[src/rtl/dsa_pixel_fetch.sv]
`default_nettype none
// ============================================================================
// Module   : dsa_pixel_fetch
// Brief    : Fetch responder for the sequential bilinear DSA. Maps one output
//            coordinate to a Q8.8 source position, clamps the 2x2
//            neighbourhood to the image, reads the four neighbours from the
//            synchronous source RAM and presents them with their weights.
// Revision : 1.0 - initial release
// ============================================================================
module dsa_pixel_fetch #(
  parameter int IMG_WIDTH_MAX  = 512,
  parameter int IMG_HEIGHT_MAX = 512,
  parameter int ADDR_WIDTH     = 18
) (
  input  logic                  clk,
  input  logic                  rst,
  input  logic                  fetch_req,
  output logic                  fetch_done,
  input  logic [15:0]           dst_x,
  input  logic [15:0]           dst_y,
  input  logic [15:0]           img_width_in,
  input  logic [15:0]           img_height_in,
  input  logic [15:0]           scale_step,
  output logic                  mem_rd,
  output logic [ADDR_WIDTH-1:0] mem_addr,
  input  logic [7:0]            mem_rdata,
  output logic [7:0]            p00,
  output logic [7:0]            p01,
  output logic [7:0]            p10,
  output logic [7:0]            p11,
  output logic [7:0]            frac_x,
  output logic [7:0]            frac_y,
  output logic                  busy
);

  // Sizes above the configured maximum are saturated to it; within range the
  // size is used exactly as supplied.
  localparam logic [15:0] c_W_MAX = 16'(IMG_WIDTH_MAX);
  localparam logic [15:0] c_H_MAX = 16'(IMG_HEIGHT_MAX);

  typedef enum logic [2:0] {
    S_IDLE  = 3'd0,
    S_CALC  = 3'd1,
    S_ADDR0 = 3'd2,
    S_ADDR1 = 3'd3,
    S_ADDR2 = 3'd4,
    S_ADDR3 = 3'd5,
    S_CAPT  = 3'd6,
    S_DONE  = 3'd7
  } state_t;

  state_t r_state;
  state_t w_next;

  // Request fields, frozen for the whole transaction
  logic [15:0] r_dst_x;
  logic [15:0] r_dst_y;
  logic [15:0] r_w;
  logic [15:0] r_h;
  logic [15:0] r_step;

  // Registered outputs
  logic                  r_mem_rd;
  logic [ADDR_WIDTH-1:0] r_mem_addr;
  logic                  r_done;
  logic                  r_busy;
  logic [7:0]            r_p00;
  logic [7:0]            r_p01;
  logic [7:0]            r_p10;
  logic [7:0]            r_p11;
  logic [7:0]            r_frac_x;
  logic [7:0]            r_frac_y;

  // Staging for the first three read returns; the fourth goes straight to p11
  logic [7:0] r_s00;
  logic [7:0] r_s01;
  logic [7:0] r_s10;

  // Coordinate mapping (settles during CALC from the frozen request fields)
  logic [31:0]           w_sx;
  logic [31:0]           w_sy;
  logic [23:0]           w_ix;
  logic [23:0]           w_iy;
  logic [15:0]           w_wm;
  logic [15:0]           w_hm;
  logic                  w_x_edge;
  logic                  w_y_edge;
  logic [15:0]           w_x0;
  logic [15:0]           w_x1;
  logic [15:0]           w_y0;
  logic [15:0]           w_y1;
  logic [7:0]            w_fx;
  logic [7:0]            w_fy;
  logic [ADDR_WIDTH-1:0] w_a00;
  logic [ADDR_WIDTH-1:0] w_a01;
  logic [ADDR_WIDTH-1:0] w_a10;
  logic [ADDR_WIDTH-1:0] w_a11;
  logic                  w_rd_next;
  logic [ADDR_WIDTH-1:0] w_addr_next;

  // Linear address y*W + x, formed in 32 bits then truncated to the RAM width
  function automatic logic [ADDR_WIDTH-1:0] f_addr(input logic [15:0] y,
                                                   input logic [15:0] x,
                                                   input logic [15:0] w);
    logic [31:0] full;
    full = ({16'd0, y} * {16'd0, w}) + {16'd0, x};
    return ADDR_WIDTH'(full);
  endfunction

  // State register
  always_ff @(posedge clk or posedge rst) begin
    if (rst) r_state <= S_IDLE;
    else     r_state <= w_next;
  end

  // Next-state logic: a fixed walk once a request is accepted in IDLE
  always_comb begin
    w_next = r_state;
    unique case (r_state)
      S_IDLE:  if (fetch_req) w_next = S_CALC;
      S_CALC:  w_next = S_ADDR0;
      S_ADDR0: w_next = S_ADDR1;
      S_ADDR1: w_next = S_ADDR2;
      S_ADDR2: w_next = S_ADDR3;
      S_ADDR3: w_next = S_CAPT;
      S_CAPT:  w_next = S_DONE;
      S_DONE:  w_next = S_IDLE;
      default: w_next = S_IDLE;
    endcase
  end

  // Latch the request fields on acceptance only
  always_ff @(posedge clk or posedge rst) begin
    if (rst) begin
      r_dst_x <= 16'd0;
      r_dst_y <= 16'd0;
      r_w     <= 16'd0;
      r_h     <= 16'd0;
      r_step  <= 16'd0;
    end else if (r_state == S_IDLE && fetch_req) begin
      r_dst_x <= dst_x;
      r_dst_y <= dst_y;
      r_w     <= (img_width_in  > c_W_MAX) ? c_W_MAX : img_width_in;
      r_h     <= (img_height_in > c_H_MAX) ? c_H_MAX : img_height_in;
      r_step  <= scale_step;
    end
  end

  // Source position, clamped neighbourhood, edge-forced weights, addresses
  always_comb begin
    w_sx = {16'd0, r_dst_x} * {16'd0, r_step};
    w_sy = {16'd0, r_dst_y} * {16'd0, r_step};
    w_ix = w_sx[31:8];
    w_iy = w_sy[31:8];
    // A zero dimension behaves as a dimension of one
    w_wm = (r_w == 16'd0) ? 16'd0 : r_w - 16'd1;
    w_hm = (r_h == 16'd0) ? 16'd0 : r_h - 16'd1;
    w_x_edge = (w_ix >= {8'd0, w_wm});
    w_y_edge = (w_iy >= {8'd0, w_hm});
    w_x0 = w_x_edge ? w_wm : w_ix[15:0];
    w_y0 = w_y_edge ? w_hm : w_iy[15:0];
    w_x1 = (w_x0 >= w_wm) ? w_wm : w_x0 + 16'd1;
    w_y1 = (w_y0 >= w_hm) ? w_hm : w_y0 + 16'd1;
    // At the right/bottom edge the neighbour pair collapses, so weight is 0
    w_fx = w_x_edge ? 8'd0 : w_sx[7:0];
    w_fy = w_y_edge ? 8'd0 : w_sy[7:0];
    w_a00 = f_addr(w_y0, w_x0, r_w);
    w_a01 = f_addr(w_y0, w_x1, r_w);
    w_a10 = f_addr(w_y1, w_x0, r_w);
    w_a11 = f_addr(w_y1, w_x1, r_w);
  end

  // Read strobe/address for the upcoming state; address holds when idle
  always_comb begin
    w_rd_next   = 1'b0;
    w_addr_next = r_mem_addr;
    case (w_next)
      S_ADDR0: begin w_rd_next = 1'b1; w_addr_next = w_a00; end
      S_ADDR1: begin w_rd_next = 1'b1; w_addr_next = w_a01; end
      S_ADDR2: begin w_rd_next = 1'b1; w_addr_next = w_a10; end
      S_ADDR3: begin w_rd_next = 1'b1; w_addr_next = w_a11; end
      default: ;
    endcase
  end

  // Registered control outputs, aligned with the state they belong to
  always_ff @(posedge clk or posedge rst) begin
    if (rst) begin
      r_mem_rd   <= 1'b0;
      r_mem_addr <= '0;
      r_done     <= 1'b0;
      r_busy     <= 1'b0;
    end else begin
      r_mem_rd   <= w_rd_next;
      r_mem_addr <= w_addr_next;
      r_done     <= (w_next == S_DONE);
      r_busy     <= (w_next != S_IDLE);
    end
  end

  // Capture read returns one cycle after each strobe
  always_ff @(posedge clk or posedge rst) begin
    if (rst) begin
      r_s00 <= 8'd0;
      r_s01 <= 8'd0;
      r_s10 <= 8'd0;
    end else begin
      case (r_state)
        S_ADDR1: r_s00 <= mem_rdata;
        S_ADDR2: r_s01 <= mem_rdata;
        S_ADDR3: r_s10 <= mem_rdata;
        default: ;
      endcase
    end
  end

  // Publish neighbours and weights together on the edge leaving CAPT
  always_ff @(posedge clk or posedge rst) begin
    if (rst) begin
      r_p00    <= 8'd0;
      r_p01    <= 8'd0;
      r_p10    <= 8'd0;
      r_p11    <= 8'd0;
      r_frac_x <= 8'd0;
      r_frac_y <= 8'd0;
    end else if (r_state == S_CAPT) begin
      r_p00    <= r_s00;
      r_p01    <= r_s01;
      r_p10    <= r_s10;
      r_p11    <= mem_rdata;
      r_frac_x <= w_fx;
      r_frac_y <= w_fy;
    end
  end

  assign mem_rd     = r_mem_rd;
  assign mem_addr   = r_mem_addr;
  assign fetch_done = r_done;
  assign busy       = r_busy;
  assign p00        = r_p00;
  assign p01        = r_p01;
  assign p10        = r_p10;
  assign p11        = r_p11;
  assign frac_x     = r_frac_x;
  assign frac_y     = r_frac_y;

endmodule
`default_nettype wire
[config.mk]
export PLATFORM = sky130hd
export DESIGN_NAME = dsa_pixel_fetch
export DESIGN_NICKNAME = d
export VERILOG_FILES = /design/src/rtl/dsa_pixel_fetch.sv
export SDC_FILE = /design/constraint.sdc
export NUM_CORES = 2
export LEC_CHECK = 0
export BUFFER_PORTS_ARGS = -buffer_cell sky130_fd_sc_hd__buf_2
export CORE_MARGIN = 2
export CORE_UTILIZATION = 45
export DETAILED_ROUTE_END_ITERATION = 10
export PLACE_DENSITY = 0.65
export SYNTH_ARGS = -nofsm -noshare
export SYNTH_HDL_FRONTEND = slang
export SYNTH_SLANG_ARGS = --single-unit
export TNS_END_PERCENT = 20
[constraint.sdc]
create_clock -name clk -period 20.6 [get_ports clk]
set_input_delay 6.18 -clock clk [delete_from_list [all_inputs] [get_ports clk]]
set_output_delay 6.18 -clock clk [all_outputs]
set_load 0.1 [all_outputs]
==> flow_summary.rst <==
.. list-table::
   :header-rows: 1

   * - Metric
     - Value
   * - Number of levels in the clock H-tree
     - 4
   * - TritonCTS Sinks
     - 176
   * - Vias per cell
     - 5.38
   * - Detailed-routing iteration count for the pre-antenna-repair pass
     - 7
   * - TritonCTS clock tree
     - done
   * - Outcome
     - complete, no violations
   * - Number of antenna violations at the first check in global routing
     - 4
   * - Number of failing setup endpoints in the final timing report
     - 0
   * - Synth Flop Type
     - sky130_fd_sc_hd__dfrtp_1
   * - Detailed-route wire length per cell
     - 18.6 microns
   * - Die outline width
     - 298 microns
   * - Post-route setup TNS
     - 0 ps
   * - Post-CTS Resized
     - 0
   * - Row count
     - 108
   * - Detailed router's first-iteration violation count
     - 2324
   * - Hold-fix buffers, CTS
     - 0
   * - Top cell type's share of synthesized area
     - 31.0%
   * - Vias in the first global route
     - 32147
   * - Total CTS buffers
     - 17
   * - Height of the die
     - 298 microns
   * - Final HPWL DP
     - 85.3 mm
   * - Synth area leader
     - sky130_fd_sc_hd__fa_1
   * - Layout Skew
     - 30.6 ps
   * - Synth cell count leaders
     - 963 x sky130_fd_sc_hd__nand2_1, 837 x sky130_fd_sc_hd__inv_1, 604 x sky130_fd_sc_hd__fa_1
   * - Total vias in the final route
     - 31732
   * - Slew of the pin with the lowest slew margin
     - 1280 ps
   * - Count of endpoints failing hold in the final timing report
     - 0
   * - Die outline area
     - 89100 sq um
   * - Cell at the root of the clock tree
     - sky130_fd_sc_hd__clkbuf_16
   * - Dominant cells by area after synthesis
     - sky130_fd_sc_hd__fa_1 31%, sky130_fd_sc_hd__ha_1 13%, sky130_fd_sc_hd__dfrtp_1 11%
   * - Count of state elements after synthesis
     - 176
   * - Fill count
     - 8340
   * - Wire length after detailed routing
     - 110 mm
   * - Most common cell in the synthesized netlist
     - sky130_fd_sc_hd__nand2_1
   * - I/O pin count
     - 160
   * - Post-synthesis sequential area ratio
     - 11.3%
   * - CP startpoint kind
     - flip-flop
   * - Worst hold path class
     - reg -> reg
   * - Layout cell share with drive strength beyond 1
     - 6.57%
   * - Register clock-pin slew on the reported worst setup and hold paths
     - 110 ps
   * - Fin crit share
     - 90.8%
   * - Setup repair after global routing missed its margin
     - no
   * - Worst Path Class, Setup
     - reg -> reg
   * - Arrival time at the worst endpoint
     - 19140 ps
   * - Detail Route Antenna Nets
     - 0
   * - Share of flip-flops with an asynchronous set or reset after synthesis
     - 100%
   * - Total congestion overflow
     - 0
   * - Shortest clock period the worst path allows after layout
     - 18710 ps
   * - Syn nets
     - 5801
   * - Cell area after technology mapping
     - 39000 sq um
   * - Starting density of the core
     - 45.2%
   * - Total Routing Usage GR
     - 25.2%
   * - Most frequent cell on the critical path
     - sky130_fd_sc_hd__fa_1
   * - Deepest clock path buffer count
     - 2
   * - Slew headroom
     - 14.7%
   * - Wire length of the first global-routing pass
     - 177 mm
   * - Final Slew Violations
     - 0
   * - Post-synth EDFFs
     - 0
   * - Count of port buffers added during placement
     - 159
   * - Area overhead of the layout relative to synthesis
     - 6.55%
   * - Total setup buffers inserted after CTS
     - 0
   * - Worst hold margin
     - 464 ps
   * - Clock latency on the worst-skew pair
     - 530 ps
   * - DRC viols
     - 0
   * - Number of warning messages in the yosys log
     - 0
   * - Placeable core area
     - 86300 sq um
   * - Max Cap Viol
     - 0
   * - Routability congestion estimate
     - 0.934
   * - Pin count of the biggest net entering global routing
     - 123
   * - Distinct cell type count of the synthesized netlist
     - 93
   * - Highest net fanout along the worst path
     - 33
   * - Maximum achievable frequency
     - 0.0534 GHz
   * - Required time of the critical path
     - 21020 ps
   * - Mapped Cells
     - 4694
   * - Mean cell area of the mapped netlist
     - 8.31 sq um
   * - Setup crit end kind
     - flip-flop
   * - Nets
     - 5829
   * - CP max-delay cell
     - sky130_fd_sc_hd__dfrtp_1
   * - Delay of the slowest critical-path stage
     - 1200 ps
## final timing paths
path | cells past startpoint | endpoint | slack (ps) | start
min reg2reg | 2 | p01[0]$_DFFE_PP0N_ | 460 | r_s01[0]$_DFFE_PP0P_
max in group asynchronous | 3 | r_dst_y[10]$_DFFE_PP0P_ | 13340 | rst
min in group asynchronous | 2 | p11[2]$_DFFE_PP0N_ | 5840 | rst
min | 2 | p01[0]$_DFFE_PP0N_ | 460 | r_s01[0]$_DFFE_PP0P_
max | 61 | mem_addr[17]$_DFFE_PP0P_ | 1890 | r_step[4]$_DFFE_PP0P_
max reg2reg | 61 | mem_addr[17]$_DFFE_PP0P_ | 1890 | r_step[4]$_DFFE_PP0P_
## layout by cell type (no fill, tap or decap), types with 13 or more instances in the layout
cell	count
sky130_fd_sc_hd__a211oi_1	13
sky130_fd_sc_hd__a21o_1	50
sky130_fd_sc_hd__a21oi_1	134
sky130_fd_sc_hd__a31oi_1	18
sky130_fd_sc_hd__and2_1	331
sky130_fd_sc_hd__and3_1	14
sky130_fd_sc_hd__buf_2	159
sky130_fd_sc_hd__buf_4	61
sky130_fd_sc_hd__clkbuf_16	17
sky130_fd_sc_hd__dfrtp_1	176
sky130_fd_sc_hd__fa_1	604
sky130_fd_sc_hd__ha_1	412
sky130_fd_sc_hd__inv_1	836
sky130_fd_sc_hd__mux2_2	21
sky130_fd_sc_hd__mux2i_1	28
sky130_fd_sc_hd__nand2_1	963
sky130_fd_sc_hd__nand2b_1	35
sky130_fd_sc_hd__nand3_1	59
sky130_fd_sc_hd__nand3b_1	13
sky130_fd_sc_hd__nand4_1	26
sky130_fd_sc_hd__nor2_1	154
sky130_fd_sc_hd__nor2b_1	26
sky130_fd_sc_hd__nor3_1	42
sky130_fd_sc_hd__nor4_1	17
sky130_fd_sc_hd__o21a_1	16
sky130_fd_sc_hd__o21ai_0	134
sky130_fd_sc_hd__o21bai_1	14
sky130_fd_sc_hd__or3_1	16
sky130_fd_sc_hd__xnor2_1	101
sky130_fd_sc_hd__xor2_1	50
## layer usage
layer / vias up / global-route usage, % / part of all wire, %
met5: - / 0 / 0
met4: 0 / 7.62 / 2.6
met3: 165 / 3.79 / 6.6
met2: 1048 / 42.1 / 48
met1: 15897 / 33.9 / 42
li1: 14622 / - / -
## per-stage QoR
stage / setup WS, ps / utilization (%) / std cells / cell area (sq um)
global placement: 2480 / 47.4 / 5858 / 41000
finish: 1890 / 48.2 / 5893 / 41600
global route: 1030 / 48.1 / 5890 / 41600
detailed placement: 2070 / 47.4 / 5858 / 41000
floorplan: 4590 / - / 4694 / 39000
CTS: 2050 / 48.1 / 5890 / 41600
## kinds of logic (layout without fill, tap and decap cells)
logic type / count (synthesis) / after routing / synth area share, %
compound gates: 504 / 504 / 8.41
xor+xnor: 163 / 163 / 4.05
fa+ha+maj: 1016 / 1016 / 44.2
buf+inv: 1052 / 1093 / 10.2
flops: 176 / 176 / 11.3
mux: 50 / 50 / 1.36
other cells: 0 / 3 / 0
simple gates: 1733 / 1733 / 20.5
## sequential cells by signal, indices dropped and copies added (netlist names), 3 cells and up
register	count
p10	8
frac_y	8
r_step	16
r_s10	8
r_s01	8
p00	8
r_dst_x	16
p01	8
r_h	16
r_dst_y	16
mem_addr	18
p11	8
r_w	16
r_state	3
r_s00	8
frac_x	8
## area by class of cell
cell class | instances | area (sq um) | area share [%]
Sequential cell | 176 | 4400 | 10.6
Tap cell | 1155 | 1450 | 3.48
Clock inverter | 14 | 180 | 0.433
Timing Repair Buffer | 220 | 1250 | 3.02
Inverter | 841 | 3160 | 7.61
Multi-Input combinational cell | 3466 | 30700 | 73.8
Antenna cell | 3 | 7.51 | 0.0181
Clock buffer | 18 | 439 | 1.06
## worst max-delay path: cells and delay by family, from the launching register on
family	cells	cell delay, ps
buffers and inverters	9	830
xor gates and xnor gates	7	2040
AOI/OAI and AO/OA	17	4150
muxes	1	950
adders and majority gates	16	7070
and+or+nand+nor	11	2380
DFF	1	1200
Power is left out: the tool's default activity adds up to more than one toggle a clock period on the data nets, which glitch-free logic cannot reach.
